==> config.mk <==
export PLATFORM = sky130hd
export DESIGN_NAME = exe_stage
export DESIGN_NICKNAME = d
export VERILOG_FILES = /design/src/rtl/exe_stage_pkg.sv /design/src/rtl/exe_stage_muldiv_iter.sv /design/src/rtl/exe_stage.sv
export SDC_FILE = /design/constraint.sdc
export NUM_CORES = 1
export LEC_CHECK = 0
export CORE_MARGIN = 5
export CORE_UTILIZATION = 53
export DETAILED_ROUTE_END_ITERATION = 16
export PLACE_DENSITY = 0.77
export SYNTH_ARGS = -nofsm -noshare
export SYNTH_HDL_FRONTEND = slang
export SYNTH_SLANG_ARGS = --single-unit
==> constraint.sdc <==
create_clock -name clk -period 4.6 [get_ports clk]
set_input_delay 0.92 -clock clk [delete_from_list [all_inputs] [get_ports clk]]
set_output_delay 0.92 -clock clk [all_outputs]
set_load 0.01 [all_outputs]
==> src/rtl/exe_stage_pkg.sv <==
// Shared widths, execute command encoding and FSM state type for the execute stage.
package exe_stage_pkg;
  localparam int N = 32;
  localparam int REG_FILE_ADDR_LEN = 5;
  localparam int SHAMT_W = $clog2(N);

  typedef enum logic [3:0] {
    NOP, ADD, SUB, AND, OR, XOR, SLL, SRL, SRA, SLT, SLTU, MUL, DIVU, REMU
  } execmd_t;

  typedef enum logic {IDLE, BUSY} exe_state_t;

  function automatic logic is_multi(input execmd_t cmd);
    return (cmd == MUL) || (cmd == DIVU) || (cmd == REMU);
  endfunction
endpackage

==> src/rtl/exe_stage_muldiv_iter.sv <==
// Iterative unsigned shift-add multiplier and restoring divider, one bit per cycle.
module muldiv_iter
  import exe_stage_pkg::*;
(
  input  logic               clk,
  input  logic               rstn,
  input  logic               start,
  input  logic               step,
  input  execmd_t            op,
  input  logic [N-1:0]       a,
  input  logic [N-1:0]       b,
  output logic [SHAMT_W-1:0] cnt,
  output logic               done,
  output logic [N-1:0]       result
);
  execmd_t      op_q;
  logic [N-1:0] x_q, y_q, acc_q;
  logic [N-1:0] x_nx, y_nx, acc_nx;
  logic [N:0]   rem_sh, trial;

  // MUL: x=multiplicand, y=multiplier, acc=product. DIV: x=divisor, y=quotient/dividend, acc=remainder.
  // A zero divisor never yields a negative trial, so DIVU saturates to all ones and REMU returns a.
  always_comb begin
    rem_sh = {acc_q, y_q[N-1]};
    trial  = rem_sh - {1'b0, x_q};
    if (op_q == MUL) begin
      acc_nx = y_q[0] ? acc_q + x_q : acc_q;
      x_nx   = x_q << 1;
      y_nx   = y_q >> 1;
    end else begin
      acc_nx = trial[N] ? rem_sh[N-1:0] : trial[N-1:0];
      x_nx   = x_q;
      y_nx   = {y_q[N-2:0], ~trial[N]};
    end
    result = (op_q == DIVU) ? y_nx : acc_nx;
  end

  assign done = step && (cnt == SHAMT_W'(N-1));

  always_ff @(posedge clk) begin
    if (!rstn) begin
      op_q  <= NOP;
      x_q   <= '0;
      y_q   <= '0;
      acc_q <= '0;
      cnt   <= '0;
    end else if (start) begin
      op_q  <= op;
      x_q   <= (op == MUL) ? a : b;
      y_q   <= (op == MUL) ? b : a;
      acc_q <= '0;
      cnt   <= '0;
    end else if (step) begin
      x_q   <= x_nx;
      y_q   <= y_nx;
      acc_q <= acc_nx;
      cnt   <= cnt + SHAMT_W'(1);
    end
  end
endmodule

==> src/rtl/exe_stage.sv <==
// Execute stage: single-cycle ALU, iterative MUL/DIVU/REMU sequencing and the EX/MEM register.
module exe_stage
  import exe_stage_pkg::*;
(
  input  logic                         clk,
  input  logic                         rstn,
  input  execmd_t                      exe_cmd,
  input  logic [N-1:0]                 val1,
  input  logic [N-1:0]                 val2,
  input  logic [N-1:0]                 st_value,
  input  logic [N-1:0]                 pc,
  input  logic [REG_FILE_ADDR_LEN-1:0] dest,
  input  logic                         wb_en,
  input  logic                         mem_r_en,
  input  logic                         mem_w_en,
  input  logic                         br_taken,
  input  logic                         flush,
  output logic                         stall_out,
  output logic [N-1:0]                 alu_result,
  output logic [N-1:0]                 st_value_out,
  output logic [REG_FILE_ADDR_LEN-1:0] dest_out,
  output logic                         wb_en_out,
  output logic                         mem_r_en_out,
  output logic                         mem_w_en_out,
  output logic                         br_taken_out,
  output logic [N-1:0]                 br_target
);
  exe_state_t         state, state_nx;
  logic               start, step, done, load;
  logic [SHAMT_W-1:0] cnt;
  logic [N-1:0]       md_result, alu_val, res;
  logic [SHAMT_W-1:0] shamt;

  assign start     = rstn && (state == IDLE) && is_multi(exe_cmd) && !flush;
  assign step      = rstn && (state == BUSY) && !flush;
  assign stall_out = start || (step && (cnt != SHAMT_W'(N-1)));
  assign shamt     = val2[SHAMT_W-1:0];

  muldiv_iter u_muldiv (
    .clk    (clk),
    .rstn   (rstn),
    .start  (start),
    .step   (step),
    .op     (exe_cmd),
    .a      (val1),
    .b      (val2),
    .cnt    (cnt),
    .done   (done),
    .result (md_result)
  );

  always_comb begin
    alu_val = '0;
    case (exe_cmd)
      ADD:     alu_val = val1 + val2;
      SUB:     alu_val = val1 - val2;
      AND:     alu_val = val1 & val2;
      OR:      alu_val = val1 | val2;
      XOR:     alu_val = val1 ^ val2;
      SLL:     alu_val = val1 << shamt;
      SRL:     alu_val = val1 >> shamt;
      SRA:     alu_val = $unsigned($signed(val1) >>> shamt);
      SLT:     alu_val = N'($signed(val1) < $signed(val2));
      SLTU:    alu_val = N'(val1 < val2);
      default: alu_val = '0;
    endcase
  end

  // load=0 means the EX/MEM register takes a bubble this edge.
  always_comb begin
    load     = 1'b0;
    res      = alu_val;
    state_nx = IDLE;
    if (flush) begin
      state_nx = IDLE;
    end else if (state == IDLE) begin
      load     = !is_multi(exe_cmd);
      state_nx = is_multi(exe_cmd) ? BUSY : IDLE;
    end else if (done) begin
      load     = 1'b1;
      res      = md_result;
      state_nx = IDLE;
    end else begin
      state_nx = BUSY;
    end
  end

  always_ff @(posedge clk) begin
    if (!rstn) begin
      state        <= IDLE;
      alu_result   <= '0;
      st_value_out <= '0;
      dest_out     <= '0;
      wb_en_out    <= 1'b0;
      mem_r_en_out <= 1'b0;
      mem_w_en_out <= 1'b0;
      br_taken_out <= 1'b0;
      br_target    <= '0;
    end else begin
      state        <= state_nx;
      alu_result   <= load ? res : '0;
      st_value_out <= load ? st_value : '0;
      dest_out     <= load ? dest : '0;
      wb_en_out    <= load && wb_en;
      mem_r_en_out <= load && mem_r_en;
      mem_w_en_out <= load && mem_w_en;
      br_taken_out <= load && br_taken;
      br_target    <= load ? pc + val2 : '0;
    end
  end
endmodule

==> qor.yml <==
vias: 28230
slew_headroom: 0.1974
yosysTopAreaCell: "dfxtp_1"
yosysSeqAreaShare: 0.1826
min_from: "u_muldiv.cnt[4]$_SDFFE_PP0P_"
min-delay-path-class: "reg2reg"
finish.utilization: 0.6544
vias_per_cell: 6.882
yosysTopAreaCellShare: 0.1826
antenna_found_initial: 9
fill_cells: 3723
powerDensity_nw_per_um2: 236.0
synth_edf_count: 0
yosysMostFrequentCell: "nand2_1"
track_usage: 0.4507
layout.cells.non_filler: 4102
finClkSkew_ns: 0.02544
cts_tree: "done"
rsz0062_at_grt: "no"
cts_resized: 0
die_area_um2: 47930
ys.flop_type: "dfxtp_1"
cts_sinks: 211
nets: 3844
dpl.hpwl_mm: 88.06
hold_ws_ns: 0.4699
start_kind: "input pin"
critPathKind: "in2reg"
cts_buffer_depth: 3
numPortBuffers: 249
grt_pass1_vias: 26790
clk_pin_slew_worst_paths_ns: 0.06
holdPathStages: 2
syn_avg_cell_area_um2: 7.234
cts-root-buf: "clkbuf_16"
min_to: "u_muldiv.cnt[4]$_SDFFE_PP0P_"
fp.dieH_um: 218.9
hold_violations: 0
netlist_area_um2: 23130
ys_seq_elements: 211
max_cap_viol_count: 0
core_um2: 43170
p_leak_uw: 0.01188
start_util: 0.5359
grt_max_degree: 75
setup_viol: 0
synth_area_leaders: "dfxtp_1 18%, ha_1 11%, a21oi_1 6.1%, nand2_1 5.9%, mux2i_1 4.6%"
rr_endpoint: "alu_result[9]$_SDFF_PN0_"
grt_pass1_wl_mm: 165.5
synth_warnings: 0
place_congestion: 1.162
status: "complete, no violations"
finalInstanceArea_um2: 28250
setup.worst_path.end_class: "flop"
crit_fanout: 5
synth_nets: 3543
arrival_ns: 4.84
first_pass_iters: 6
ir_worst_vdd_mv: 0.2808
cts_hold_buf: 0
fmax_ghz: 0.2247
numCtsBuffers: 25
synth.distinct_cells: 98
async_flop_share: 0
num_rows: 76
reg2reg_from: "u_muldiv.y_q[31]$_SDFFE_PN0P_"
drive_above_1_share: 0.1096
cp.required_ns: 4.99
layout_min_cycle_time_ns: 4.451
min_period_over_period: 0.9676
drt_wl_total_mm: 113.9
slew_viol_final: 0
grt_overflow: 0
synth_common_cells: "363 x nand2_1, 283 x a21oi_1, 278 x nor2_1"
r2r_cells: 13
rrSetupSlack_ns: 0.42
postCtsSetupBuffers: 0
area_growth_pct: 22.13
num_io_pins: 250
drc: 0
dieWidth_um: 218.9
placedCellCount: 4057
ant_nets: 0
placed_area_um2: 27440
worstMarginPinSlew_ns: 1.197
drtIter0Drc: 4049
clock_latency_ns: 0.55
htreeDepth: 1
drt-wirelength-per-cell_um: 27.78
syn-instance-count: 3198
cells in the final DEF (no fill, tap or decap), types with 22 or more instances in the layout:
cell / netlist / layout
nand2_1: 363 / 361
xor2_1: 28 / 28
a22oi_1: 22 / 22
o21bai_1: 26 / 26
dfxtp_1: 211 / 211
mux2i_1: 106 / 106
nor3_1: 58 / 57
inv_1: 151 / 151
o21a_1: 43 / 43
nor2b_1: 29 / 28
xnor2_1: 49 / 49
o21ai_0: 197 / 197
a31oi_1: 48 / 48
nor2_1: 278 / 278
a21o_1: 44 / 44
and3_1: 67 / 66
clkbuf_16: 0 / 25
and2_1: 61 / 61
a211oi_1: 69 / 69
mux2_2: 32 / 32
a221oi_1: 25 / 25
clkdlybuf4s50_1: 0 / 243
buf_4: 4 / 231
nand2b_1: 33 / 32
a21oi_1: 283 / 283
o211ai_1: 111 / 111
ha_1: 196 / 196
nand3_1: 70 / 68
registers in the layout, summed over array words and instances, names as in the netlist, 4 cells and up:
| signal | flops |
|---|---|
| alu_result | 32 |
| br_target | 32 |
| dest_out | 5 |
| st_value_out | 32 |
| u_muldiv.acc_q | 32 |
| u_muldiv.cnt | 5 |
| u_muldiv.op_q | 4 |
| u_muldiv.x_q | 32 |
| u_muldiv.y_q | 32 |
worst max-delay path by stage:
stage / cells past startpoint / endpoint / startpoint / slack, ns
6_report: 15 / alu_result[20]$_SDFF_PN0_ / val1[0] / 0.15
2_1_floorplan: 17 / alu_result[16]$_SDFF_PN0_ / val2[2] / 0.16
5_1_grt: 15 / alu_result[20]$_SDFF_PN0_ / val1[0] / 0.02
3_3_place_gp: 16 / alu_result[16]$_SDFF_PN0_ / val1[0] / -0.32
4_1_cts: 16 / alu_result[16]$_SDFF_PN0_ / val1[0] / 0.18
3_5_place_dp: 16 / alu_result[16]$_SDFF_PN0_ / val1[0] / -0.35
report_power, final:
part	internal, uW	switching [uW]
clock network	1150	858
registers	1900	45.6
logic	1070	1650
total	4120	2550
critical path: stages:
cell	delay (ns)
clkdlybuf4s50_1	0.46
buf_4	0.18
ha_1	0.27
fa_1	0.47
a211oi_1	0.35
o21a_1	0.27
nor2_1	0.11
o211ai_1	0.31
buf_4	0.19
nand3_1	0.09
buf_4	0.17
a221oi_1	0.27
a21oi_1	0.08
o41ai_1	0.61
a21oi_1	0.11
cells by family after synthesis:
kind of cell    after synthesis  share of synthesized area
buf+inv                     369                    0.06257
compound gates             1107                     0.3180
flops                       211                     0.1826
fa+ha+maj                   201                     0.1103
xor+xnor                     77                    0.02915
simple gates               1082                     0.2233
mux                         151                    0.07409
metrics by stage:
step / TNS (ns) / power, uW / worst slack (ns)
after global routing: 0 / 6873 / 0.02296
after CTS: 0 / 6539 / 0.1796
after global placement: -1.022 / 4529 / -0.3212
after floorplan: 0 / 3474 / 0.1557
final: 0 / 6667 / 0.1488
after detailed placement: -1.305 / 4558 / -0.3457
area by class of cell:
| cell class | count | area [um2] | share of cell area |
|---|---|---|---|
| sequential | 211 | 4224 | 0.1495 |
| multi-input combinational | 2618 | 17540 | 0.6209 |
| inverter | 155 | 581.8 | 0.02059 |
| antenna | 3 | 7.507 | 0.0002657 |
| tap | 585 | 732.0 | 0.02591 |
| timing repair buffer | 488 | 4372 | 0.1547 |
| clock buffer | 31 | 668.1 | 0.02365 |
| clock inverter | 11 | 125.1 | 0.004429 |
layer usage:
layer  up-vias  part of all wire  track usage
li1      12420                 -            -
met1     13190              0.36       0.5533
met2      2105              0.43       0.6904
met3       508              0.12       0.1221
met4         4             0.087       0.3027
met5         -           0.00018            0
No activity file was read; power rests on OpenSTA's default activity.
